<file path="config.mk">
export PLATFORM = sky130hd
export DESIGN_NAME = fetch_pc_gen
export DESIGN_NICKNAME = d
export VERILOG_FILES = /design/src/rtl/fetch_pc_gen.sv
export SDC_FILE = /design/constraint.sdc
export NUM_CORES = 1
export LEC_CHECK = 0
export ABC_AREA = 1
export CORE_UTILIZATION = 46
export DETAILED_ROUTE_END_ITERATION = 10
export PLACE_DENSITY_LB_ADDON = 0.08
export REMOVE_ABC_BUFFERS = 1
export SYNTH_ARGS = -nofsm -noshare
export SYNTH_HDL_FRONTEND = slang
export SYNTH_SLANG_ARGS = --single-unit
export TNS_END_PERCENT = 30
</file>
<file path="constraint.sdc">
create_clock -name clk -period 4.26 [get_ports clk]
set_input_delay 0.852 -clock clk [delete_from_list [all_inputs] [get_ports clk]]
set_output_delay 0.852 -clock clk [all_outputs]
set_load 0.05 [all_outputs]
</file>
<file path="src/rtl/fetch_pc_gen.sv">
// fetch_pc_gen: instruction-fetch front end. Owns the fetch PC, issues
// in-order instruction-memory reads, and buffers returned words in a small
// queue whose head feeds the IF/ID register. Any redirect (jal, taken
// branch, jalr) flushes the queue and marks every in-flight read for
// discard.
// Optional feature: define FETCH_PERF_EN to add the bubble/stall counters.
//
// Handshake: a read is accepted on a cycle where imem_req && imem_ready;
// imem_addr is held stable while imem_req is high and not accepted. Read
// data is taken on every cycle imem_rvalid is high (no back-pressure);
// responses return in request order.
module fetch_pc_gen #(
  parameter logic [31:0] RESET_PC   = 32'h0000_0000,
  parameter int          FIFO_DEPTH = 2,
  parameter logic [31:0] NOP_INSTR  = 32'h0000_0013
) (
  input  logic        clk,
  input  logic        rst,
  input  logic        next_select,
  input  logic        branch_result,
  input  logic        jalr,
  input  logic [31:0] next_address,
  input  logic        load,
  output logic        imem_req,
  output logic [31:0] imem_addr,
  input  logic        imem_ready,
  input  logic        imem_rvalid,
  input  logic [31:0] imem_rdata,
  output logic [31:0] pre_address_pc,
  output logic [31:0] instruction_fetch,
  output logic        fetch_empty
`ifdef FETCH_PERF_EN
  ,
  output logic [31:0] perf_bubble_cnt,
  output logic [31:0] perf_stall_cnt
`endif
);

  localparam int PW = $clog2(FIFO_DEPTH);
  localparam int CW = PW + 1;   // queue occupancy 0..FIFO_DEPTH
  localparam int OW = PW + 2;   // live reads plus reads awaiting discard

  logic [31:0]   fetch_pc_q, fetch_pc_d;
  logic [PW-1:0] rd_ptr_q, rd_ptr_d;
  logic [PW-1:0] wr_ptr_q, wr_ptr_d;
  logic [CW-1:0] count_q, count_d;
  logic [OW-1:0] outstanding_q, outstanding_d;
  logic [OW-1:0] drop_cnt_q, drop_cnt_d;
  logic [31:0]   pc_mem_q    [FIFO_DEPTH];
  logic [31:0]   instr_mem_q [FIFO_DEPTH];

  logic          redirect;
  logic          resp_valid;
  logic          resp_drop;
  logic          push;
  logic          pop;
  logic          accept;
  logic [OW-1:0] live;
  logic [OW-1:0] credit;
  logic [31:0]   tag_pc;

  assign redirect   = next_select | branch_result | jalr;
  assign resp_valid = imem_rvalid && (outstanding_q != '0);
  assign resp_drop  = resp_valid && (drop_cnt_q != '0);
  assign push       = resp_valid && !resp_drop && !redirect;
  assign pop        = !load && !redirect && (count_q != '0);

  // Credit counts queue slots already spoken for. A pop this cycle frees a
  // slot, which lets a single-cycle memory stream one read per cycle.
  assign live       = outstanding_q - drop_cnt_q;
  assign credit     = OW'(count_q) + live - OW'(pop);
  assign imem_req   = !rst && !redirect && (credit < OW'(FIFO_DEPTH));
  assign imem_addr  = fetch_pc_q;
  assign accept     = imem_req && imem_ready;

  // Once pending discards are gone, the oldest outstanding read was issued
  // 4*outstanding bytes behind the current fetch PC.
  assign tag_pc = fetch_pc_q - {{(30-OW){1'b0}}, outstanding_q, 2'b00};

  assign fetch_empty       = (count_q == '0);
  assign pre_address_pc    = fetch_empty ? 32'h0 : pc_mem_q[rd_ptr_q];
  assign instruction_fetch = fetch_empty ? NOP_INSTR : instr_mem_q[rd_ptr_q];

  // Next-state: redirect flushes the queue and retargets the PC; otherwise
  // normal push/pop/issue bookkeeping.
  always_comb begin
    fetch_pc_d    = fetch_pc_q;
    rd_ptr_d      = rd_ptr_q;
    wr_ptr_d      = wr_ptr_q;
    count_d       = count_q;
    outstanding_d = outstanding_q - OW'(resp_valid);
    drop_cnt_d    = drop_cnt_q;
    if (redirect) begin
      fetch_pc_d = next_address;
      rd_ptr_d   = '0;
      wr_ptr_d   = '0;
      count_d    = '0;
      drop_cnt_d = outstanding_q - OW'(resp_valid);
    end else begin
      if (accept) begin
        fetch_pc_d    = fetch_pc_q + 32'd4;
        outstanding_d = outstanding_q - OW'(resp_valid) + OW'(1);
      end
      if (resp_drop) drop_cnt_d = drop_cnt_q - OW'(1);
      if (push) wr_ptr_d = wr_ptr_q + PW'(1);
      if (pop)  rd_ptr_d = rd_ptr_q + PW'(1);
      count_d = count_q + CW'(push) - CW'(pop);
    end
  end

  // Control registers with synchronous reset.
  always_ff @(posedge clk) begin
    if (rst) begin
      fetch_pc_q    <= RESET_PC;
      rd_ptr_q      <= '0;
      wr_ptr_q      <= '0;
      count_q       <= '0;
      outstanding_q <= '0;
      drop_cnt_q    <= '0;
    end else begin
      fetch_pc_q    <= fetch_pc_d;
      rd_ptr_q      <= rd_ptr_d;
      wr_ptr_q      <= wr_ptr_d;
      count_q       <= count_d;
      outstanding_q <= outstanding_d;
      drop_cnt_q    <= drop_cnt_d;
    end
  end

  // Queue storage; contents are qualified by count_q so no reset is needed.
  always_ff @(posedge clk) begin
    if (push) begin
      pc_mem_q[wr_ptr_q]    <= tag_pc;
      instr_mem_q[wr_ptr_q] <= imem_rdata;
    end
  end

  // The credit rule makes a push into a full queue unreachable.
  assert property (@(posedge clk) disable iff (rst)
    !(push && !pop && (count_q == CW'(FIFO_DEPTH))));

  // Read data with nothing outstanding is a memory protocol error.
  assert property (@(posedge clk) disable iff (rst)
    !(imem_rvalid && (outstanding_q == '0)));

`ifdef FETCH_PERF_EN
  logic [31:0] bubble_cnt_q;
  logic [31:0] stall_cnt_q;

  // Saturating counters of bubble cycles and held-head stall cycles.
  always_ff @(posedge clk) begin
    if (rst) begin
      bubble_cnt_q <= '0;
      stall_cnt_q  <= '0;
    end else begin
      if (fetch_empty && !load && !redirect && (bubble_cnt_q != 32'hFFFF_FFFF))
        bubble_cnt_q <= bubble_cnt_q + 32'd1;
      if (load && !fetch_empty && (stall_cnt_q != 32'hFFFF_FFFF))
        stall_cnt_q <= stall_cnt_q + 32'd1;
    end
  end

  assign perf_bubble_cnt = bubble_cnt_q;
  assign perf_stall_cnt  = stall_cnt_q;
`endif

endmodule
</file>
Word level (Yosys, flattened, before mapping)
Memories as Yosys holds them, arrays and structs flattened. A register that Yosys moved wholly into a read port is not among the register bits.
Index checks and enable logic that the tools add are counted.

operators by class
  add/sub/neg operators = 12
  magnitude comparators = 1
  muxes and demuxes = 14
  bitwise gates (word level) = 2
  reductions and logical operators = 20

operators by type and width
  operator                                                                      count
  32-bit 2-to-1 mux                                                             4
  32-bit by 3-bit adder with 32-bit output, second input constant               1
  32-bit by 5-bit subtractor with 32-bit output                                 1
  3-bit 2-to-1 mux                                                              4
  1-bit logical AND                                                             9
  1-bit 2-to-1 mux                                                              6
  2-bit nonzero test                                                            3
  3-bit nonzero test                                                            2
  3-bit by 1-bit subtractor with 3-bit output                                   2
  1-bit logical NOT                                                             4
  2-bit by 3-bit adder with 3-bit output                                        1
  3-bit by 1-bit adder with 3-bit output, second input constant                 1
  3-bit by 2-bit less-than comparator with 1-bit output, second input constant  1
  3-bit by 1-bit subtractor with 3-bit output, second input constant            1
  3-bit subtractor                                                              1
  1-bit adder, second input constant                                            2
  2-bit by 1-bit adder with 2-bit output                                        1
  2-bit logical NOT                                                             1
  1-bit bitwise OR                                                              2
  2-bit OR reduction                                                            1
  2-bit by 1-bit subtractor with 2-bit output                                   1

storage, ports and cells
  flip-flop bits (word level) = 42
  RAM bits = 128
  bits of input ports = 72
  output and inout port bits = 98
  memories = 2

memory list
  memory       depth  width  read ports  clocked after memory_dff  wr ports  RTL line  text
  instr_mem_q  2      32     1           1                         1         50        logic [31:0] instr_mem_q [FIFO_DEPTH];
  pc_mem_q     2      32     1           1                         1         49        logic [31:0] pc_mem_q [FIFO_DEPTH];

Logic depth before layout (Yosys ltp)
Gate-level depths: netlist (run 1).

  depth after elaboration = 11
  mapped depth = 21

Worst setup path before layout (run 1)
OpenSTA, ideal clock, no wires.

  kind = input -> register
  start point = in branch_result
  end point = mem instr_mem_q[1][0] (enable)
  arrival time = 4129 ps
  data required time = 3772 ps
  path slack = -357 ps
  cell stages on the path = 5
  buffers on the path = 0
  path through = nor2_2 > nand2_1 > inv_2 > nand3_1 > nor2_1

on the way
  word-level cells in the longest chain between the ends = 6

ends and longest elaborated chain
  what                                    RTL line  text
  start: declaration                      20        input logic branch_result,
  1-bit bitwise OR (2 in series)          62        assign redirect = next_select | branch_result | jalr;
  1-bit logical NOT                       65        assign push = resp_valid && !resp_drop && !redirect;
  1-bit logical AND                       65
  1-bit 2-to-1 mux                        132       if (push) begin
  1-bit 2-to-1 mux (not written as such)  134       instr_mem_q[wr_ptr_q] <= imem_rdata;
  end: declaration                        50

No other way between the ends.

Final worst setup path (run 1)
  start point = in jalr
  end point = out imem_req

on the way
  word-level cells in the longest chain between the ends = 7

ends and longest elaborated chain
  what                                                   RTL line  text
  start: declaration                                     21        input logic jalr,
  1-bit bitwise OR                                       62
  1-bit logical NOT                                      66        assign pop = !load && !redirect && (count_q != '0);
  1-bit logical AND (2 in series)                        66
  via pop                                                56        logic pop;
  3-bit by 1-bit subtractor with 3-bit output            71        assign credit = OW'(count_q) + live - OW'(pop);
  3-bit by 2-bit less-than comparator with 1-bit output  72        assign imem_req = !rst && !redirect && (credit < OW'(FIFO_DEPTH));
  1-bit logical AND                                      72
  end: declaration                                       24        output logic imem_req,

The timed path passes the listed nets, and every way through them passes these cells.

==> metrics.log, run 1 <==
INFO  metric critPathMaxStageDelay = 530 ps
INFO  metric crit_path_top_delay_cell = sky130_fd_sc_hd__fa_2
INFO  metric antenna_found_initial = 0
INFO  metric grt_max_degree = 65
INFO  metric via_count_of_the_first_global_routing_pass = 6924
INFO  metric synth.area.top_cells = sky130_fd_sc_hd__edfxtp_1 43%, sky130_fd_sc_hd__nand2_1 13%, sky130_fd_sc_hd__dfxtp_1 9.7%
INFO  metric drive_above_1_share = 11.9%
INFO  metric gp_congestion = 0.941
INFO  metric critPathLaunchType = primary input
INFO  metric numClockSinks = 171
INFO  metric dieHeight = 141 um
INFO  metric cts_buffers = 17
INFO  metric setup_viol = 1
INFO  metric clock_tree.buffer_depth = 2
INFO  metric route.detailed.drc = 0
INFO  metric cts_tree = built
INFO  metric initial_core_util = 47.3%
INFO  metric hold_slack = 497 ps
INFO  metric place_inst = 1429
INFO  metric place_area = 10800 um2
INFO  metric postSynth.asyncResetShare = 0%
INFO  metric timing.final.max_slew_violations = 0
INFO  metric utilization = 61.7%
INFO  metric power_per_cell_area = 363 nW/um2
INFO  metric synth.distinct_cells = 38
INFO  metric cts_htree_levels = 4
INFO  metric routed_wire_length_per_instance = 14.6 um
INFO  metric synth_top_area_share = 43.1%
INFO  metric min-delay-path-class = flop to flop
INFO  metric grt_pass1_wl = 35200 um
INFO  metric detail-route-antenna-nets = 0
INFO  metric worst-endpoint-required = 3410 ps
INFO  metric path_clk_slew = 70 ps
INFO  metric cpLargestDelayFamily = adder cells
INFO  metric path_common_cell = sky130_fd_sc_hd__inv_2
INFO  metric run_status = finished, violations left
INFO  metric clkLatencyLatePin = 430 ps
INFO  metric detailroute.via_count = 7359
INFO  metric num_antenna_cells = 0
INFO  metric part_of_the_yosys_area_used_for_sequential_elements = 52.8%
INFO  metric timing.critical_path.to_type = primary output
INFO  metric final_cells = 1483
INFO  metric timing.slew.headroom = 52.3%
INFO  metric finalNetCount = 1298
INFO  metric place.port_buffers = 169
INFO  metric synth.cell_area = 8910 um2
INFO  metric floorplan.die_area = 19900 um2
INFO  metric postSynthAreaPerCell = 8.56 um2
INFO  metric io_pins = 170
INFO  metric finalCriticalPeriod = 4290 ps
INFO  metric grt_overflow_total = 0
INFO  metric grt_setup_unrepaired = yes
INFO  metric detail_route.vias_per_cell = 4.96
INFO  metric first_pass_iters = 5
INFO  metric detailed_place_hpwl = 14200 um
INFO  metric cp_max_fo = 3
INFO  metric worstMarginPinSlew = 716 ps
INFO  metric yosys_warnings = 0
INFO  metric post_synth_edffs = 128
INFO  metric drt_wl_total = 21600 um
INFO  metric areaGrowthSynthToFinish = 30.4%
INFO  metric post-synth-top-area-cell = sky130_fd_sc_hd__edfxtp_1
INFO  metric min_period_over_period = 101%
INFO  metric cts-root-buf = sky130_fd_sc_hd__clkbuf_16
INFO  metric setup_slack = -31.4 ps
INFO  metric design_area = 11600 um2
INFO  metric cp_num_buf_inv = 6
INFO  metric cp.arrival = 3440 ps
INFO  metric finalHoldViolCount = 0
INFO  metric violated_checks = negative setup slack
INFO  metric ir_worst_vdd = 0.000280 V
INFO  metric maxClockFrequency = 233 MHz
INFO  metric power.leakage = 0.00441 uW
INFO  metric synth_top_flop_cell = sky130_fd_sc_hd__edfxtp_1
INFO  metric die_w = 141 um
INFO  metric crit_chain = buf_6 -> nor2_4 -> nand2_2 -> nor3_4 -> inv_2 -> fa_1 -> inv_2 -> fa_1 -> or2_4 -> fa_2 -> inv_2 -> nor2_4 -> nand2_2 -> inv_2 -> buf_12
INFO  metric cap_violations = 0
INFO  metric synth_cells = 1041
INFO  metric pre_cts_ws = -528 ps
INFO  metric rows = 50
INFO  metric finClkSkew = 12.6 ps
INFO  metric grt_usage = 22.6%
INFO  metric setup.worst_path.class = primary input to primary output
INFO  metric postSynthRegisterBits = 171
INFO  metric drtIter0Drc = 449
INFO  metric core_ar = 18800 um2
path summary, 6_finish.rpt:
path / from / end / slack (ps) / cells after the start
worst min-delay path: rd_ptr_q$_SDFFE_PP0P_ / rd_ptr_q$_SDFFE_PP0P_ / 500 / 2
worst min register to register: rd_ptr_q$_SDFFE_PP0P_ / rd_ptr_q$_SDFFE_PP0P_ / 500 / 2
worst max register to register: count_q[1]$_SDFF_PP0_ / imem_addr[13]$_SDFFE_PP0P_ / 770 / 16
worst max-delay path: jalr / imem_req / -30 / 15
synthesized netlist by cell type, types with 3 or more instances:
cell type and number:
sky130_fd_sc_hd__nand2_1 317, sky130_fd_sc_hd__edfxtp_1 128, sky130_fd_sc_hd__nor2_1 109, sky130_fd_sc_hd__a21oi_1 93, sky130_fd_sc_hd__inv_1 74, sky130_fd_sc_hd__nand3_1 72
sky130_fd_sc_hd__dfxtp_1 43, sky130_fd_sc_hd__xor2_1 28, sky130_fd_sc_hd__clkbuf_1 23, sky130_fd_sc_hd__buf_2 18, sky130_fd_sc_hd__o21ai_0 16, sky130_fd_sc_hd__nor2_2 14
sky130_fd_sc_hd__nand2_2 13, sky130_fd_sc_hd__buf_4 11, sky130_fd_sc_hd__ha_1 11, sky130_fd_sc_hd__nor2_4 10, sky130_fd_sc_hd__inv_2 9, sky130_fd_sc_hd__nand4_1 9
sky130_fd_sc_hd__nor3_1 6, sky130_fd_sc_hd__xnor2_1 6, sky130_fd_sc_hd__fa_1 5, sky130_fd_sc_hd__o21ai_1 4, sky130_fd_sc_hd__buf_6 3
layout by cell type, fill, tap and decap left out, types with 15 or more instances in the layout:
cell	count
sky130_fd_sc_hd__inv_1	68
sky130_fd_sc_hd__clkdlybuf4s50_1	164
sky130_fd_sc_hd__edfxtp_1	128
sky130_fd_sc_hd__dfxtp_1	42
sky130_fd_sc_hd__nand2_2	15
sky130_fd_sc_hd__clkbuf_16	17
sky130_fd_sc_hd__xor2_1	28
sky130_fd_sc_hd__a21oi_1	93
sky130_fd_sc_hd__o21ai_0	16
sky130_fd_sc_hd__buf_4	34
sky130_fd_sc_hd__nor2_1	106
sky130_fd_sc_hd__nand3_1	71
sky130_fd_sc_hd__nand2_1	315
cells by family after synthesis:
kind of cell	share of synthesized area, %
AOI/OAI and AO/OA	6.63
xor gates and xnor gates	3.34
adders and majority gates	2.67
buffers and inverters	6.97
DFF	52.8
and+or+nand+nor	27.6
stage by stage:
stage | TNS (ps) | power [uW]
after floorplan | -254990 | 2450
after global placement | -5910 | 2690
after detailed placement | -7070 | 2700
after CTS | -245 | 4250
after global routing | -169 | 4430
final | -31.4 | 4220
per-layer routing:
layer | track usage, % | routed length [um] | up-vias
met5 | 0 | 0 | -
met4 | 6.64 | 330 | 0
met3 | 4.38 | 1220 | 22
met2 | 36.4 | 9950 | 205
met1 | 31.0 | 10100 | 3409
li1 | - | - | 3723
flip-flops by register name (all words and copies together), names as in the netlist, named ones only:
| register | flops |
|---|---|
| count_q | 2 |
| drop_cnt_q | 3 |
| imem_addr | 32 |
| instr_mem_q | 64 |
| outstanding_q | 3 |
| pc_mem_q | 64 |
| rd_ptr_q | 1 |
| wr_ptr_q | 1 |
power breakdown:
group	leakage, uW	total, uW	internal [uW]	switching (uW)
Clock	0.000280	1520	828	695
Combinational	0.00262	749	307	443
Sequential	0.00152	1950	1870	73.1
Total	0.00441	4220	3010	1210
worst reg2reg max path: stages (launching register included):
cell                      delay, ps
sky130_fd_sc_hd__dfxtp_1        440
sky130_fd_sc_hd__nor2_4          80
sky130_fd_sc_hd__nor3_4         180
sky130_fd_sc_hd__inv_2           70
sky130_fd_sc_hd__fa_1           490
sky130_fd_sc_hd__inv_2           40
sky130_fd_sc_hd__fa_1           430
sky130_fd_sc_hd__or2_4          240
sky130_fd_sc_hd__fa_2           530
sky130_fd_sc_hd__inv_2           40
sky130_fd_sc_hd__nor2_4          80
sky130_fd_sc_hd__buf_4          120
sky130_fd_sc_hd__nand3_4        110
sky130_fd_sc_hd__buf_12         160
sky130_fd_sc_hd__nand2_2        170
sky130_fd_sc_hd__nand2_1         90
sky130_fd_sc_hd__a21oi_1        140
layout make-up:
class                   instances  area (um2)
fillers                      1625        7210
flip-flops and latches        171        4710
multi-input cells             728        3640
repair buffers                207        2030
clock buffers                  17         425
well taps                     260         325
inverters                      85         322
clock inverters                15         165
repair_timing:
item,in CTS,in global routing
gates resized for setup,25,7
setup endpoints to repair,1,162
hold buffers,0,0
setup buffers,26,0
pin swaps,11,8
No activity file was read; power rests on OpenSTA's default activity.
==> run 2, diff against run 1 <==
SKIP_CTS_REPAIR_TIMING = 1   (was unset)
==> metrics.log, run 2 (synthesis gave the netlist of run 1 again) <==
INFO  metric power.leakage = 0.00434 uW (-1.6%)
INFO  metric setup_slack = -176 ps (-145 ps)
INFO  metric min-delay-path-class = flop to flop
INFO  metric setup.worst_path.class = primary input to primary output
INFO  metric rows = 50 (unchanged)
INFO  metric finalCriticalPeriod = 4440 ps (+145 ps)
INFO  metric ir_worst_vdd = 0.000278 V (-0.74%)
INFO  metric finClkSkew = 12.1 ps (-0.410 ps)
INFO  metric die_w = 141 um (unchanged)
INFO  metric timing.hold.worst.start = rd_ptr_q$_SDFFE_PP0P_
INFO  metric antenna_found_initial = 0 (unchanged)
INFO  metric num_antenna_cells = 0 (unchanged)
INFO  metric power = 4190 uW (-0.62%)
INFO  metric worstHoldPathCells = 2 (unchanged)
INFO  metric gp_congestion = 0.941 (unchanged)
INFO  metric grt_pass1_wl = 34200 um (-2.7%)
INFO  metric drt_wl_total = 21200 um (-1.9%)
INFO  metric cts_tree = built
INFO  metric critPathLaunchType = primary input
INFO  metric cts_htree_levels = 4 (unchanged)
INFO  metric worstMarginPinSlew = 714 ps (-1.41 ps)
INFO  metric routed_wire_length_per_instance = 14.5 um (-0.58%)
INFO  metric cts-root-buf = sky130_fd_sc_hd__clkbuf_16
INFO  metric finalHoldViolCount = 0 (unchanged)
INFO  metric cap_violations = 0 (unchanged)
INFO  metric power_frac_clock = 36.2% (about the same)
INFO  metric p_int = 3000 uW (-0.35%)
INFO  metric io_pins = 170 (unchanged)
INFO  metric reg2reg_setup_slack = 690 ps (-80 ps)
INFO  metric dieHeight = 141 um (unchanged)
INFO  metric first_pass_iters = 5 (unchanged)
INFO  metric timing.setup.tns = -176 ps (-145 ps)
INFO  metric r2r-end = imem_addr[13]$_SDFFE_PP0P_
INFO  metric timing.final.max_slew_violations = 0 (unchanged)
INFO  metric cp.arrival = 3580 ps (+140 ps)
INFO  metric via_count_of_the_first_global_routing_pass = 6779 (-2.1%)
INFO  metric core_ar = 18800 um2 (unchanged)
INFO  metric startpoint_of_the_worst_slack_reg_to_reg_timing_path = count_q[0]$_SDFF_PP0_
INFO  metric floorplan.die_area = 19900 um2 (unchanged)
INFO  metric path_clk_slew = 70 ps (about the same)
INFO  metric layout.cells.most_common = sky130_fd_sc_hd__nand2_1
INFO  metric detailed_place_hpwl = 14200 um (unchanged)
INFO  metric power_per_cell_area = 366 nW/um2 (+0.78%)
INFO  metric min_period_over_period = 104% (+3.4 points)
INFO  metric cp_max_fo = 3 (unchanged)
INFO  metric worst-r2r-cell-count = 16 (unchanged)
INFO  metric pre_cts_ws = -528 ps (unchanged)
INFO  metric place.port_buffers = 169 (unchanged)
INFO  metric switching_power = 1200 uW (-1.3%)
INFO  metric p_sw_share = 28.5% (-0.19 points)
INFO  metric drive_above_1_share = 10.1% (-1.8 points)
INFO  metric grt_setup_unrepaired = yes
INFO  metric grt_max_degree = 65 (unchanged)
INFO  metric n_fill_cell = 1652 (+1.7%)
INFO  metric seq_power_share = 46.4% (+0.3 points)
INFO  metric violated_checks = negative setup slack
INFO  metric route.detailed.drc = 0 (unchanged)
INFO  metric whs_endpoint = rd_ptr_q$_SDFFE_PP0P_
INFO  metric most-common-layout-cells = 315 x sky130_fd_sc_hd__nand2_1, 164 x sky130_fd_sc_hd__clkdlybuf4s50_1, 128 x sky130_fd_sc_hd__edfxtp_1
INFO  metric detailroute.via_count = 7259 (-1.4%)
INFO  metric numClockSinks = 171 (unchanged)
INFO  metric timing.critical_path.to_type = primary output
INFO  metric detail-route-antenna-nets = 0 (unchanged)
INFO  metric run_status = finished, violations left
INFO  metric initial_core_util = 47.3% (unchanged)
INFO  metric drtIter0Drc = 391 (-13%)
INFO  metric detail_route.vias_per_cell = 4.96 (about the same)
INFO  metric clkLatencyLatePin = 430 ps (about the same)
INFO  metric finalNetCount = 1278 (-1.5%)
INFO  metric clock_tree.buffer_depth = 2 (unchanged)
INFO  metric maxClockFrequency = 225 MHz (-3.3%)
INFO  metric cts_buffers = 17 (unchanged)
INFO  metric worst-endpoint-required = 3410 ps (about the same)
INFO  metric grt_overflow_total = 0 (unchanged)
INFO  metric timing.slew.headroom = 52.4% (+0.094 points)
INFO  metric grt_usage = 22.0% (-0.64 points)
INFO  metric hold_slack = 501 ps (+4.40 ps)
INFO  metric setup_viol = 1 (unchanged)
INFO  metric combinationalPowerShare = 17.3% (-0.5 points)
INFO  metric areaGrowthSynthToFinish = 28.6%
[run 2: worst max-delay path, cell delays in order]
cell,delay [ps]
sky130_fd_sc_hd__buf_6,100
sky130_fd_sc_hd__nor2_4,110
sky130_fd_sc_hd__nand2_2,90
sky130_fd_sc_hd__nor3_4,200
sky130_fd_sc_hd__inv_2,70
sky130_fd_sc_hd__fa_1,480
sky130_fd_sc_hd__inv_1,50
sky130_fd_sc_hd__fa_1,430
sky130_fd_sc_hd__or2_4,250
sky130_fd_sc_hd__fa_2,560
sky130_fd_sc_hd__inv_1,60
sky130_fd_sc_hd__nor2_4,110
sky130_fd_sc_hd__nand2_2,60
sky130_fd_sc_hd__inv_2,60
sky130_fd_sc_hd__buf_12,130
[run 2: per-layer routing]
layer	global-route usage (%)	routed length [um]	vias up
met4	6.64	301	0
met3	4.38	1140	22
li1	-	-	3688
met5	0	0	-
met1	30.3	10100	3344
met2	35.0	9690	205
[run 2: layout make-up]
cell class                      instances  area (um2)  area share [%]
Tap cell                              260         325            2.84
Inverter                               85         319            2.78
Clock buffer                           17         425            3.71
Clock inverter                         15         165            1.44
Multi-Input combinational cell        728        3630            31.7
Sequential cell                       171        4710            41.1
Timing Repair Buffer                  187        1890            16.5
[run 2: worst max-delay path by stage]
stage	from	end	slack, ps
2_1_floorplan	count_q[0]$_SDFF_PP0_	imem_req	-1990
3_3_place_gp	branch_result	imem_req	-510
3_5_place_dp	branch_result	imem_req	-530
4_1_cts	branch_result	imem_req	-540
5_1_grt	jalr	imem_req	-280
6_report	jalr	imem_req	-180
[run 2: per-stage QoR]
stage	utilization (%)	area [um2]	cells
after floorplan	-	8610	984
after global placement	57.5	10800	1429
after detailed placement	57.5	10800	1429
after CTS	60.6	11400	1461
after global routing	60.8	11500	1463
final	60.8	11500	1463
[run 2: power by group through the flow]
stage	registers (uW)	clock network [uW]	logic (uW)
6_report	1950	1520	727
5_1_grt	1950	1630	819
4_1_cts	1940	1550	725
3_5_place_dp	1980	0	721
3_3_place_gp	1980	0	711
2_1_floorplan	2030	0	418
==> run 3, diff against run 2 <==
SLEW_MARGIN = 20   (was unset)
==> results of run 3 <==
No change in the layout: final DEF, timing and power equal those of run 2.
==> patch (settings of run 3) <==
Add a define of `FETCH_PERF_EN`.
--- a/src/rtl/fetch_pc_gen.sv
+++ b/src/rtl/fetch_pc_gen.sv
@@ -10,4 +10,6 @@
 // data is taken on every cycle imem_rvalid is high (no back-pressure);
 // responses return in request order.
+`define FETCH_PERF_EN
+
 module fetch_pc_gen #(
   parameter logic [31:0] RESET_PC   = 32'h0000_0000,
Formal check against the unedited RTL (old outputs only; new: perf_bubble_cnt and perf_stall_cnt): equivalent (Yosys induction, for registers that start in step).
==> patch against run 3 <==
Total power increased by 35%. Cell area increased by 42%. Critical path type unchanged. Sequential cell count increased by 64. Worst setup slack got worse by 0.11 ns. Global-route usage increased by 3.2 points. Clock power increased by 54%. Synthesized area increased by 42%. Via count increased by 60%. Largest cell class unchanged. Critical path depth unchanged. The flow still finishes with violations (setup timing). Non-clock buffer count increased by 72. Routed wire length increased by 68%. Clock skew increased by 0.0011 ns.
==> patch: results (changes against run 3) <==
- Outcome: finished with violations (unchanged).
- Violations in the final reports: setup timing (unchanged).
- The number of sequential cells is 235 (was 171).
- The clock buffer instance count of the final layout is 33 (was 17).
- Most frequent cells after synthesis: sky130_fd_sc_hd__nand2_1, sky130_fd_sc_hd__nor2_1, sky130_fd_sc_hd__a21oi_1, sky130_fd_sc_hd__edfxtp_1, sky130_fd_sc_hd__dfxtp_1 (was sky130_fd_sc_hd__nand2_1, sky130_fd_sc_hd__edfxtp_1, sky130_fd_sc_hd__nor2_1, sky130_fd_sc_hd__a21oi_1, sky130_fd_sc_hd__inv_1).
- The post-route total power is 5.65 mW (was 4.19 mW).
- The worst voltage drop across the vdd grid is 236 µV (was 278 µV).
- The share of post-route cells with drive strength above 1 is 0.0648 (was 0.101).
- The static leakage was 6.02 nW (was 4.34 nW).
- The final setup violation count is 1 (unchanged).
- The number of filler instances in the final layout was 2471 (was 1652).
- The post-layout worst setup margin is -0.284 ns (was -0.176 ns).
- The clock buffer and inverter area fraction after layout came to 0.0554 (was 0.0515).
- The non-clock buffer contribution to total cell area is 0.160 (was 0.165).
- The count of port buffers added during placement came to 233 (was 169).
- The half-perimeter wire length after placement is 25.2 mm (was 14.2 mm).
- The relative contribution of combinational cells to total power is 0.134 (was 0.173).
- The number of logic inverters in the finished layout is 105 (was 85).
- The final cell count without fillers is 2271 (was 1463).
- The number of design-rule violations left by the first detailed-router iteration came to 674 (was 391).
- The count of plain and timing-repair buffers in the layout is 259 (was 187).
- The mean routed wirelength per cell came to 15.7 µm (was 14.5 µm).
- The register fraction of the total cell area is 0.368 (was 0.411).
- The placer congestion estimate is 0.920 (was 0.941).
- The number of levels in the clock H-tree was 1 (was 4).
- The switching power summed over all nets is 1.45 mW (was 1.20 mW).
- The latest clock arrival within the worst-skew pair is 0.54 ns (was 0.43 ns).
- The combined global-route utilization of all metal layers is 0.252 (was 0.220).
- The worst path arrival time was 3.69 ns (was 3.58 ns).
- The sequential power is 2.55 mW (was 1.95 mW).
- The total placed instance area is 0.0153 mm² (was 0.0108 mm²).
- The net count reported at finish is 1999 (was 1278).
- The number of distinct library cells after synthesis was 39 (was 38).
- The number of buffers on the longest clock path is 3 (was 2).
- The count of placed standard cells including taps was 2220 (was 1429).
- The final antenna diode count was 1 (was 0).
## patch: changes by cell type in the layout (fill, tap and decap cells not counted), moves of 7 or more
cell,run 3,this run
sky130_fd_sc_hd__nand2_1,315,639
sky130_fd_sc_hd__nor2_1,106,215
sky130_fd_sc_hd__dfxtp_1,42,106
sky130_fd_sc_hd__clkdlybuf4s50_1,164,227
sky130_fd_sc_hd__a21oi_1,93,145
sky130_fd_sc_hd__inv_1,70,93
sky130_fd_sc_hd__nand3b_1,1,20
sky130_fd_sc_hd__xor2_1,28,47
sky130_fd_sc_hd__nand3_1,72,87
sky130_fd_sc_hd__o21ai_0,16,30
sky130_fd_sc_hd__clkbuf_16,17,26
sky130_fd_sc_hd__xnor2_1,6,13
## patch: worst paths after layout
check / startpoint / to / slack (ns) / cells after the start
setup / recovery: jalr / imem_req / -0.28 / 15
hold / removal: imem_addr[0]$_SDFFE_PP0P_ / pc_mem_q[0][0]$_DFFE_PP_ / 0.48 / 0
setup reg to reg: count_q[0]$_SDFF_PP0_ / imem_addr[20]$_SDFFE_PP0P_ / 0.51 / 21
hold reg to reg: imem_addr[0]$_SDFFE_PP0P_ / pc_mem_q[0][0]$_DFFE_PP_ / 0.48 / 0
## patch: kinds of logic (layout without fill, tap and decap cells)
logic type / after synthesis / in the layout / synth area share
other: 0 / 1 / 0
flip-flops: 235 / 235 / 0.473
AO/OA/AOI/OAI: 184 / 184 / 0.0741
AND/OR/NAND/NOR: 1020 / 1020 / 0.330
buffers and inverters: 175 / 412 / 0.0605
XOR/XNOR: 60 / 60 / 0.0415
adder cells (fa/ha/maj): 18 / 18 / 0.0208
## patch: layer usage
metal / vias up / global-route usage
li1: 5873 / -
met1: 5342 / 0.305
met2: 332 / 0.437
met3: 93 / 0.0418
met4: 0 / 0.122
met5: - / 0
